==> src/rtl/ram_port_arbiter_if.sv <==
// Requester and RAM-side signal bundle for the game-board RAM arbiter.
// slave = arbiter side, master = requesters plus RAM.
interface ram_port_arbiter_if #(
    parameter int AW = 10,
    parameter int DW = 32
);
    logic          cpu_req;
    logic          cpu_we;
    logic [AW-1:0] cpu_addr;
    logic [DW-1:0] cpu_wdata;
    logic          cpu_ready;
    logic [DW-1:0] cpu_rdata;
    logic          disp_req;
    logic [AW-1:0] disp_addr;
    logic          disp_ready;
    logic [DW-1:0] disp_rdata;
    logic          kb_req;
    logic [AW-1:0] kb_addr;
    logic [DW-1:0] kb_wdata;
    logic          kb_ack;
    logic [AW-1:0] ram_addr;
    logic          ram_we;
    logic [DW-1:0] ram_din;
    logic [DW-1:0] ram_dout;
    logic          busy;
    logic [1:0]    gnt_id;

    modport slave (
        input  cpu_req, cpu_we, cpu_addr, cpu_wdata,
        input  disp_req, disp_addr,
        input  kb_req, kb_addr, kb_wdata,
        input  ram_dout,
        output cpu_ready, cpu_rdata,
        output disp_ready, disp_rdata,
        output kb_ack,
        output ram_addr, ram_we, ram_din,
        output busy, gnt_id
    );

    modport master (
        output cpu_req, cpu_we, cpu_addr, cpu_wdata,
        output disp_req, disp_addr,
        output kb_req, kb_addr, kb_wdata,
        output ram_dout,
        input  cpu_ready, cpu_rdata,
        input  disp_ready, disp_rdata,
        input  kb_ack,
        input  ram_addr, ram_we, ram_din,
        input  busy, gnt_id
    );
endinterface

==> src/rtl/ram_port_arbiter.sv <==
// Single-port RAM arbiter: CPU > DISP > KB with per-port starvation override.
// One access in flight; IDLE -> ISSUE -> WAIT (reads) -> DONE.
module ram_port_arbiter #(
    parameter int AW         = 10,
    parameter int DW         = 32,
    parameter int RD_LAT     = 1,
    parameter int STARVE_MAX = 4
) (
    input logic               clk,
    input logic               rst,
    ram_port_arbiter_if.slave bus
);
    localparam int CW = $clog2(STARVE_MAX + 1);
    localparam int LW = (RD_LAT > 1) ? $clog2(RD_LAT) : 1;
    localparam logic [LW-1:0] W_LAST = LW'(RD_LAT - 1);
    localparam logic [CW-1:0] S_MAX  = CW'(STARVE_MAX);

    localparam logic [1:0] S_IDLE  = 2'd0;
    localparam logic [1:0] S_ISSUE = 2'd1;
    localparam logic [1:0] S_WAIT  = 2'd2;
    localparam logic [1:0] S_DONE  = 2'd3;

    localparam logic [1:0] G_NONE = 2'd0;
    localparam logic [1:0] G_CPU  = 2'd1;
    localparam logic [1:0] G_DISP = 2'd2;
    localparam logic [1:0] G_KB   = 2'd3;

    logic [1:0]          state;
    logic [1:0]          gnt;
    logic                lat_we;
    logic [LW-1:0]       wcnt;
    logic [2:0][CW-1:0]  cnt;
    logic [AW-1:0]       addr_q;
    logic                we_q;
    logic [DW-1:0]       din_q;
    logic [DW-1:0]       cpu_rdata_q;
    logic [DW-1:0]       disp_rdata_q;
    logic                cpu_ready_q;
    logic                disp_ready_q;
    logic                kb_ack_q;

    logic [2:0]    req;
    logic [2:0]    starved;
    logic [2:0]    pool;
    logic [1:0]    win;
    logic [AW-1:0] win_addr;
    logic [DW-1:0] win_wdata;
    logic          win_we;

    // Starved ports form the candidate pool when any exist.
    always_comb begin
        req     = {bus.kb_req, bus.disp_req, bus.cpu_req};
        starved = {req[2] && (cnt[2] == S_MAX),
                   req[1] && (cnt[1] == S_MAX),
                   req[0] && (cnt[0] == S_MAX)};
        pool    = (|starved) ? starved : req;
    end

    always_comb begin
        win       = G_NONE;
        win_addr  = bus.cpu_addr;
        win_wdata = bus.cpu_wdata;
        win_we    = bus.cpu_we;
        priority case (1'b1)
            pool[0]: win = G_CPU;
            pool[1]: begin
                win      = G_DISP;
                win_addr = bus.disp_addr;
                win_we   = 1'b0;
            end
            pool[2]: begin
                win       = G_KB;
                win_addr  = bus.kb_addr;
                win_wdata = bus.kb_wdata;
                win_we    = 1'b1;
            end
            default: win = G_NONE;
        endcase
    end

    always_ff @(posedge clk) begin
        if (rst) begin
            state        <= S_IDLE;
            gnt          <= G_NONE;
            lat_we       <= 1'b0;
            wcnt         <= '0;
            cnt          <= '0;
            addr_q       <= '0;
            we_q         <= 1'b0;
            din_q        <= '0;
            cpu_rdata_q  <= '0;
            disp_rdata_q <= '0;
            cpu_ready_q  <= 1'b0;
            disp_ready_q <= 1'b0;
            kb_ack_q     <= 1'b0;
        end else begin
            we_q         <= 1'b0;
            cpu_ready_q  <= 1'b0;
            disp_ready_q <= 1'b0;
            kb_ack_q     <= 1'b0;
            unique case (state)
                S_IDLE: begin
                    for (int i = 0; i < 3; i++) begin
                        if (win == 2'(i + 1))
                            cnt[i] <= '0;
                        else if (req[i])
                            cnt[i] <= (cnt[i] == S_MAX) ? S_MAX
                                                        : cnt[i] + 1'b1;
                        else
                            cnt[i] <= '0;
                    end
                    if (win != G_NONE) begin
                        gnt    <= win;
                        addr_q <= win_addr;
                        lat_we <= win_we;
                        we_q   <= win_we;
                        if (win_we)
                            din_q <= win_wdata;
                        state  <= S_ISSUE;
                    end
                end
                S_ISSUE: begin
                    wcnt <= '0;
                    if (lat_we) begin
                        cpu_ready_q <= (gnt == G_CPU);
                        kb_ack_q    <= (gnt == G_KB);
                        state       <= S_DONE;
                    end else begin
                        state <= S_WAIT;
                    end
                end
                S_WAIT: begin
                    if (wcnt == W_LAST) begin
                        if (gnt == G_CPU) begin
                            cpu_rdata_q <= bus.ram_dout;
                            cpu_ready_q <= 1'b1;
                        end
                        if (gnt == G_DISP) begin
                            disp_rdata_q <= bus.ram_dout;
                            disp_ready_q <= 1'b1;
                        end
                        state <= S_DONE;
                    end else begin
                        wcnt <= wcnt + 1'b1;
                    end
                end
                S_DONE: state <= S_IDLE;
                default: state <= S_IDLE;
            endcase
        end
    end

    assign bus.ram_addr   = addr_q;
    assign bus.ram_we     = we_q;
    assign bus.ram_din    = din_q;
    assign bus.cpu_ready  = cpu_ready_q;
    assign bus.cpu_rdata  = cpu_rdata_q;
    assign bus.disp_ready = disp_ready_q;
    assign bus.disp_rdata = disp_rdata_q;
    assign bus.kb_ack     = kb_ack_q;
    assign bus.busy       = (state != S_IDLE);
    assign bus.gnt_id     = gnt;
endmodule

==> src/flat_wrapper.sv <==
// flat-port wrapper written by rule: the top's interface ports become plain ports
module ram_port_arbiter_flat 
#(
    parameter int AW         = 10,
    parameter int DW         = 32,
    parameter int RD_LAT     = 1,
    parameter int STARVE_MAX = 4
)
  (clk, rst, bus_cpu_req, bus_cpu_we, bus_cpu_addr, bus_cpu_wdata, bus_disp_req, bus_disp_addr, bus_kb_req, bus_kb_addr, bus_kb_wdata, bus_ram_dout, bus_cpu_ready, bus_cpu_rdata, bus_disp_ready, bus_disp_rdata, bus_kb_ack, bus_ram_addr, bus_ram_we, bus_ram_din, bus_busy, bus_gnt_id);
  ram_port_arbiter_if #(.AW(AW), .DW(DW)) bus_i ();
  input logic clk;
  input logic rst;
  input wire logic [$bits(bus_i.cpu_req)-1:0] bus_cpu_req;
  input wire logic [$bits(bus_i.cpu_we)-1:0] bus_cpu_we;
  input wire logic [$bits(bus_i.cpu_addr)-1:0] bus_cpu_addr;
  input wire logic [$bits(bus_i.cpu_wdata)-1:0] bus_cpu_wdata;
  input wire logic [$bits(bus_i.disp_req)-1:0] bus_disp_req;
  input wire logic [$bits(bus_i.disp_addr)-1:0] bus_disp_addr;
  input wire logic [$bits(bus_i.kb_req)-1:0] bus_kb_req;
  input wire logic [$bits(bus_i.kb_addr)-1:0] bus_kb_addr;
  input wire logic [$bits(bus_i.kb_wdata)-1:0] bus_kb_wdata;
  input wire logic [$bits(bus_i.ram_dout)-1:0] bus_ram_dout;
  output wire logic [$bits(bus_i.cpu_ready)-1:0] bus_cpu_ready;
  output wire logic [$bits(bus_i.cpu_rdata)-1:0] bus_cpu_rdata;
  output wire logic [$bits(bus_i.disp_ready)-1:0] bus_disp_ready;
  output wire logic [$bits(bus_i.disp_rdata)-1:0] bus_disp_rdata;
  output wire logic [$bits(bus_i.kb_ack)-1:0] bus_kb_ack;
  output wire logic [$bits(bus_i.ram_addr)-1:0] bus_ram_addr;
  output wire logic [$bits(bus_i.ram_we)-1:0] bus_ram_we;
  output wire logic [$bits(bus_i.ram_din)-1:0] bus_ram_din;
  output wire logic [$bits(bus_i.busy)-1:0] bus_busy;
  output wire logic [$bits(bus_i.gnt_id)-1:0] bus_gnt_id;
  assign bus_i.cpu_req = bus_cpu_req;
  assign bus_i.cpu_we = bus_cpu_we;
  assign bus_i.cpu_addr = bus_cpu_addr;
  assign bus_i.cpu_wdata = bus_cpu_wdata;
  assign bus_i.disp_req = bus_disp_req;
  assign bus_i.disp_addr = bus_disp_addr;
  assign bus_i.kb_req = bus_kb_req;
  assign bus_i.kb_addr = bus_kb_addr;
  assign bus_i.kb_wdata = bus_kb_wdata;
  assign bus_i.ram_dout = bus_ram_dout;
  assign bus_cpu_ready = bus_i.cpu_ready;
  assign bus_cpu_rdata = bus_i.cpu_rdata;
  assign bus_disp_ready = bus_i.disp_ready;
  assign bus_disp_rdata = bus_i.disp_rdata;
  assign bus_kb_ack = bus_i.kb_ack;
  assign bus_ram_addr = bus_i.ram_addr;
  assign bus_ram_we = bus_i.ram_we;
  assign bus_ram_din = bus_i.ram_din;
  assign bus_busy = bus_i.busy;
  assign bus_gnt_id = bus_i.gnt_id;
  ram_port_arbiter #(.AW(AW), .DW(DW), .RD_LAT(RD_LAT), .STARVE_MAX(STARVE_MAX)) u_core (.clk(clk), .rst(rst), .bus(bus_i));
endmodule
==> config.mk <==
export PLATFORM = sky130hd
export DESIGN_NAME = ram_port_arbiter_flat
export DESIGN_NICKNAME = d
export VERILOG_FILES = /design/src/rtl/ram_port_arbiter_if.sv /design/src/rtl/ram_port_arbiter.sv /design/src/flat_wrapper.sv
export SDC_FILE = /design/constraint.sdc
export NUM_CORES = 1
export LEC_CHECK = 0
export CORE_ASPECT_RATIO = 1.2
export CORE_MARGIN = 2
export CORE_UTILIZATION = 37
export DETAILED_ROUTE_END_ITERATION = 10
export PLACE_DENSITY = 0.77
export SYNTH_ARGS = -nofsm -noshare
export SYNTH_HDL_FRONTEND = slang
export SYNTH_SLANG_ARGS = --single-unit
==> constraint.sdc <==
create_clock -name clk -period 1.8 [get_ports clk]
set_input_delay 0.36 -clock clk [delete_from_list [all_inputs] [get_ports clk]]
set_output_delay 0.36 -clock clk [all_outputs]
set_load 0.05 [all_outputs]
==> metrics, run 1 <==
status finished with violations; failing checks setup timing; synth top area cells dfxtp_1, nand2_1, a21oi_1; Die H 132 um; Max IR drop VDD 0.000931 V; worst endpoint required time 2.11 ns; Placer Congestion 0.832; Startpoint Class flop; clk root buf clkbuf_16; Synth Area in XOR/XNOR 0%; max-slew violations 0; Top FF cell, synth dfxtp_1; initial antenna violation count 0; vias in the first global route 5525; Post-Synth Adder-Cell Area 2.47%; Nets 1055; CP endpoint kind flop; Final setup viols 34; Initial DRT Pass Iterations 4; WHS 0.273 ns; first-pass GRT wire length 27700 um; clock slew at reported path FFs 0.07 ns; M3 GR Usage 5.20%; Vias/cell 5.04; Fmax 513 MHz; CP Max Fanout 16; fin worst setup slack -0.151 ns; slew margin rel. 70.5%; Min Clock Period, post-route 1.95 ns; share of layout cells above drive strength 1 28.1%; Routed WL per cell 15.8 um; Hold Violations, Final 0; met1 Use GR 27.2%; Hold Path Depth 2; Yosys top cell area share 49.1%; largest net degree at the start of global routing 60; EDFF count, synth 0; Post-DP HPWL 11100 um; 1st-iter DRT viols 336; Power Dens Cells 1320 nW/um^2; Yosys cell types 34; total power 11.7 mW; post-synthesis mux area share 0.198%; Seq cells post-synth 124; die width 111 um; GRT Total Usage 23.4%; IO Pins 245; crit share post-route 108%; combinational family with the most area after synthesis simple AND/OR/NAND/NOR gates; number of clock buffers inserted by TritonCTS 17; kind of critical path reg2reg; CTS Buffer Depth 2; Tightest Hold Check Type in2reg; Antenna diodes 0; met2 usage 40.7%; Post-Synthesis Cells 633; CTS tree built; Final ANT Viol Nets 0; htree depth 4; TritonCTS Sinks 124; Via Count 5518; FF-to-FF path depth 10; final instance count without filler cells 1094; grt peak-use layer met2; Syn Std Cell Area 5060 sq um; Syn Nets 775; Starting Density 38.1%; Yosys warning count 0; IO Port Bufs 244; Post-synth ARST share 0%; post-synthesis simple-gate area fraction 22.6%; die area 14600 sq um; total global routing overflow 0; Compound-Gate Fraction of Synth Area 20.9%; Synth area leader dfxtp_1; Worst Path Arrival 2.26 ns; worst skew pair latency 0.41 ns; Layout Skew 0.0104 ns; Least-Margin Pin Slew 0.442 ns; final wirelength 17300 um; DR DRC count 0; area delta synth->final 75.2%; Avg Cell Area, Syn 7.99 sq um; Core Region 13300 sq um; leakage 3.59 nW; # placed instances 1039; RSZ-0062 raised after global routing true; sequential share of the synthesized area 49.1%; # rows 46; MaxCap Viol Count 0
metrics by stage:
| stage | TNS, ns | util, % | instance area [sq um] | worst slack (ns) |
|---|---|---|---|---|
| final | -2.69 | 66.7 | 8870 | -0.151 |
| after global routing | -6.31 | 66.7 | 8870 | -0.264 |
| after CTS | -2.29 | 66.6 | 8850 | -0.126 |
| after detailed placement | -17.31 | 58.0 | 7710 | -0.458 |
| after global placement | -14.98 | 58.0 | 7710 | -0.356 |
| after floorplan | 0 | - | 5070 | 0.00270 |
critical path: stages (launching register included):
cell	delay, ns
dfxtp_2	0.33
inv_2	0.05
ha_4	0.16
and3_4	0.17
a21o_1	0.18
a221oi_4	0.23
buf_6	0.15
buf_6	0.11
buf_12	0.14
nor2_1	0.06
a311oi_1	0.26
sequential cells by signal, summed over array words and instances (netlist names):
register               count
u_core.bus.kb_ack          1
u_core.bus.ram_din        32
u_core.cnt                 9
u_core.bus.ram_we          1
u_core.lat_we              1
u_core.bus.disp_ready      1
u_core.bus.gnt_id          2
u_core.bus.disp_rdata     32
u_core.state               2
u_core.bus.ram_addr       10
u_core.bus.cpu_ready       1
u_core.bus.cpu_rdata      32
area by class of cell:
type | instances | area, sq um
fillers | 1142 | 4430
repair buffers | 308 | 3040
flip-flops and latches | 124 | 2490
multi-input cells | 452 | 2480
clock buffers | 17 | 425
well taps | 168 | 210
clock inverters | 15 | 186
inverters | 10 | 37.5
cell families (layout without fill, tap and decap cells):
| family | count (synthesis) | in the layout |
|---|---|---|
| flops | 124 | 124 |
| mux | 1 | 1 |
| simple gates | 285 | 285 |
| buf+inv | 57 | 350 |
| compound gates | 156 | 156 |
| fa+ha+maj | 10 | 10 |
where the power goes:
group	switching (mW)	internal (mW)
clock	1.36	2.20
sequential	0.244	3.15
combinational	2.77	1.97
final timing paths:
kind / from / endpoint / slack, ns
worst min-delay path: rst / u_core.cnt[3] / 0.27
worst max-delay path: u_core.cnt[4] / u_core.bus.ram_din[11] / -0.15
worst min register to register: u_core.bus.disp_rdata[9] / u_core.bus.disp_rdata[9] / 0.45
worst max register to register: u_core.cnt[4] / u_core.bus.ram_din[11] / -0.15
cells in the final DEF, fill, tap and decap left out, types with 3 or more instances in the layout:
cell type and n:
nand2b_1 3, clkbuf_16 17, a311oi_2 12, buf_12 17, a211oi_1 13, buf_4 147, inv_1 5, nand3_1 5
a311oi_1 20, and3_4 3, ha_1 7, buf_16 7, a21oi_1 82, clkdlybuf4s50_1 130, bufinv_16 3, nor2_2 7
a21o_1 3, nor2_1 46, buf_6 6, dfxtp_1 117, nand2_1 203, a22oi_1 12, nand3b_1 4, inv_2 5
inv_6 4, dfxtp_2 7, clkinv_4 5
cells in the mapped netlist (2+ instances only):
cell type  number
ha_1           10
dfxtp_1       124
a211oi_1       13
nor3_1          3
and3_1          4
nor3b_1         2
o21a_1          2
a22oi_1        12
nand3b_1        4
inv_1          10
nand2_1       205
nand2b_1        3
a311oi_1       22
clkbuf_1       32
and2_1          2
o21ai_0         4
a21oi_1        85
nor2_1         53
a21o_1          3
buf_2          13
nand3_1         5
a311oi_2       10
layer usage:
metal | vias to the layer above | routed length, um
met4 | 0 | 597
met2 | 203 | 8710
met3 | 41 | 1000
met1 | 2559 | 6990
met5 | - | 0
li1 | 2715 | -
timing repair:
| action | in CTS | in global routing |
|---|---|---|
| resized for setup | 47 | 12 |
| cloned | 10 | 0 |
| pin swaps | 20 | 18 |
| buffers inserted | 13 | 2 |
| hold buffers | 0 | 0 |
| setup endpoints to repair | 45 | 47 |
Note: power is estimated with default switching activity, not from simulation.
==> run 2, diff against run 1 <==
PLACE_DENSITY = 0.8   (was 0.77)
==> run 2 against run 1 <==
  * The run still ends with setup timing left
  * Maximum frequency grew 2.0%
  * Die area stayed put
  * Worst hold slack lost 0.0013 ns
  * Setup slack gained 0.039 ns
  * Clock power hardly changed
  * Routed wire length increased by 0.50%
  * Register-to-register slack better by 0.04 ns
  * Critical path depth is the same
  * Count of clock-buffer cells in the layout up 2
  * Sequential cell count unchanged
  * Critical path type unchanged
  * Largest cell class unchanged
  * Highest routed layer unchanged
==> metrics, run 2 (same netlist as run 1, synthesis figures left out) <==
die width 111 um (unchanged); CTS Hold Bufs 0 (unchanged); IO Port Bufs 244 (unchanged); 1st-iter DRT viols 467 (+39%); Power Dens Cells 1310 nW/um^2 (-0.68%); die area 14600 sq um (unchanged); pre-CTS setup slack -0.450 ns (+0.00747 ns); Final ANT Viol Nets 0 (unchanged); Core Region 13300 sq um (unchanged); Startpoint Class flop; Worst Path Arrival 2.23 ns (-0.03 ns); Vias/cell 5.13 (+1.7%); Hold Violations, Final 0 (unchanged); leakage 3.57 nW (-0.60%); # placed instances 1044 (+0.48%); Die H 132 um (unchanged); WHS 0.272 ns (-0.00131 ns); total power 11.6 mW (-0.47%); Initial DRT Pass Iterations 5 (+1); crit share post-route 106% (-2.2 points); kind of critical path reg2reg; Final Core Density 66.8% (+0.14 points); IO Pins 245 (unchanged); Max IR drop VDD 0.000697 V (-25%); GRT Total Usage 23.0% (-0.36 points); initial antenna violation count 0 (unchanged); htree depth 4 (unchanged); worst skew pair latency 0.40 ns (about the same); total global routing overflow 0 (unchanged); Via Count 5642 (+2.2%); # rows 46 (unchanged); worst endpoint required time 2.12 ns (about the same); most frequent cells in the layout nand2_1, buf_4, clkdlybuf4s50_1, dfxtp_1, a21oi_1; status finished with violations; Tightest Hold Check Type in2reg; max-slew violations 0 (unchanged); area delta synth->final 75.6%; Post-DP HPWL 11400 um (+2.7%); Placer Congestion 0.805 (-3.2%); Fillers 1110 (-2.8%); number of clock buffers inserted by TritonCTS 17 (unchanged); DR DRC count 0 (unchanged); commonest non-fill, non-tap cell in the layout nand2_1; share of layout cells above drive strength 1 30.4% (+2.3 points); vias in the first global route 5768 (+4.4%); slew margin rel. 70.1% (-0.40 points); Starting Density 38.1% (unchanged); TritonCTS Sinks 124 (unchanged); largest net degree at the start of global routing 67 (+12%); Layout Skew 0.00662 ns (-0.00382 ns); Nets 1061 (+0.57%); final wirelength 17400 um (+0.50%); clk root buf clkbuf_16; CTS tree built; fin worst setup slack -0.112 ns (+0.0389 ns); CP Max Fanout 6 (-10); failing checks setup timing; Least-Margin Pin Slew 0.448 ns (+0.00643 ns); Final setup viols 33 (-2.9%); final instance count without filler cells 1100 (+0.55%); Min Clock Period, post-route 1.91 ns (-0.0389 ns); MaxCap Viol Count 0 (unchanged); Routed WL per cell 15.8 um (about the same); clock slew at reported path FFs 0.06 ns (about the same); CTS Buffer Depth 2 (unchanged); Antenna diodes 0 (unchanged); CP endpoint kind flop; Fmax 523 MHz (+2.0%); first-pass GRT wire length 27500 um (-0.82%); RSZ-0062 raised after global routing true
run 2: cell types whose count changed in the layout (fill, tap and decap cells not counted), moves of 4 or more:
cell,change
buf_16,-6
a22oi_1,-10
clkinv_4,-4
clkinvlp_4,+4
a22oi_2,+10
buf_4,+12
run 2: worst paths after layout:
| path | start | endpoint | slack (ns) | depth (start not counted) |
|---|---|---|---|---|
| max | u_core.cnt[3] | u_core.bus.ram_din[19] | -0.11 | 10 |
| min | rst | u_core.cnt[6] | 0.27 | 2 |
| max reg2reg | u_core.cnt[3] | u_core.bus.ram_din[19] | -0.11 | 10 |
| min reg2reg | u_core.bus.cpu_rdata[29] | u_core.bus.cpu_rdata[29] | 0.45 | 2 |
run 2: cell type report:
class / instances / area, sq um / area share, %
Tap cell: 168 / 210 / 2.37
Sequential cell: 124 / 2490 / 28.0
Timing Repair Buffer: 314 / 2960 / 33.4
Multi-Input combinational cell: 452 / 2570 / 28.9
Inverter: 10 / 37.5 / 0.422
Clock inverter: 13 / 164 / 1.84
Clock buffer: 19 / 453 / 5.10
run 2: worst max-delay path, cell delays in order (launching register included):
cell	delay, ns
dfxtp_2	0.33
inv_2	0.05
ha_4	0.16
and3_4	0.17
a21o_1	0.21
a221oi_4	0.20
buf_6	0.18
buf_8	0.14
buf_16	0.12
nor2_2	0.04
a311oi_2	0.22
run 2: what timing repair did:
action / in CTS / in global routing
gates cloned: 4 / 3
endpoints found under the setup margin: 44 / 49
setup buffers: 16 / 5
pin swaps: 6 / 17
resized for setup: 39 / 34
run 2: stage by stage:
stage | TNS, ns | instance area, sq um
floorplan | 0 | 5070
global placement | -15.58 | 7730
detailed placement | -17.45 | 7730
CTS | -1.28 | 8730
global route | -4.44 | 8890
finish | -1.43 | 8890
run 2: layer usage:
| layer | track usage, % | wire length (um) | part of all wire [%] |
|---|---|---|---|
| met5 | 0 | 0 | 0 |
| met4 | 10.6 | 629 | 3.6 |
| met3 | 6.71 | 1140 | 6.6 |
| met2 | 40.2 | 8900 | 51 |
| met1 | 25.8 | 6720 | 39 |
run 2: power breakdown:
group          internal, mW  total, mW  switching, mW
sequential             3.15       3.40          0.244
clock                  2.26       3.55           1.29
combinational          1.91       4.70           2.78
total                  7.33       11.6           4.32
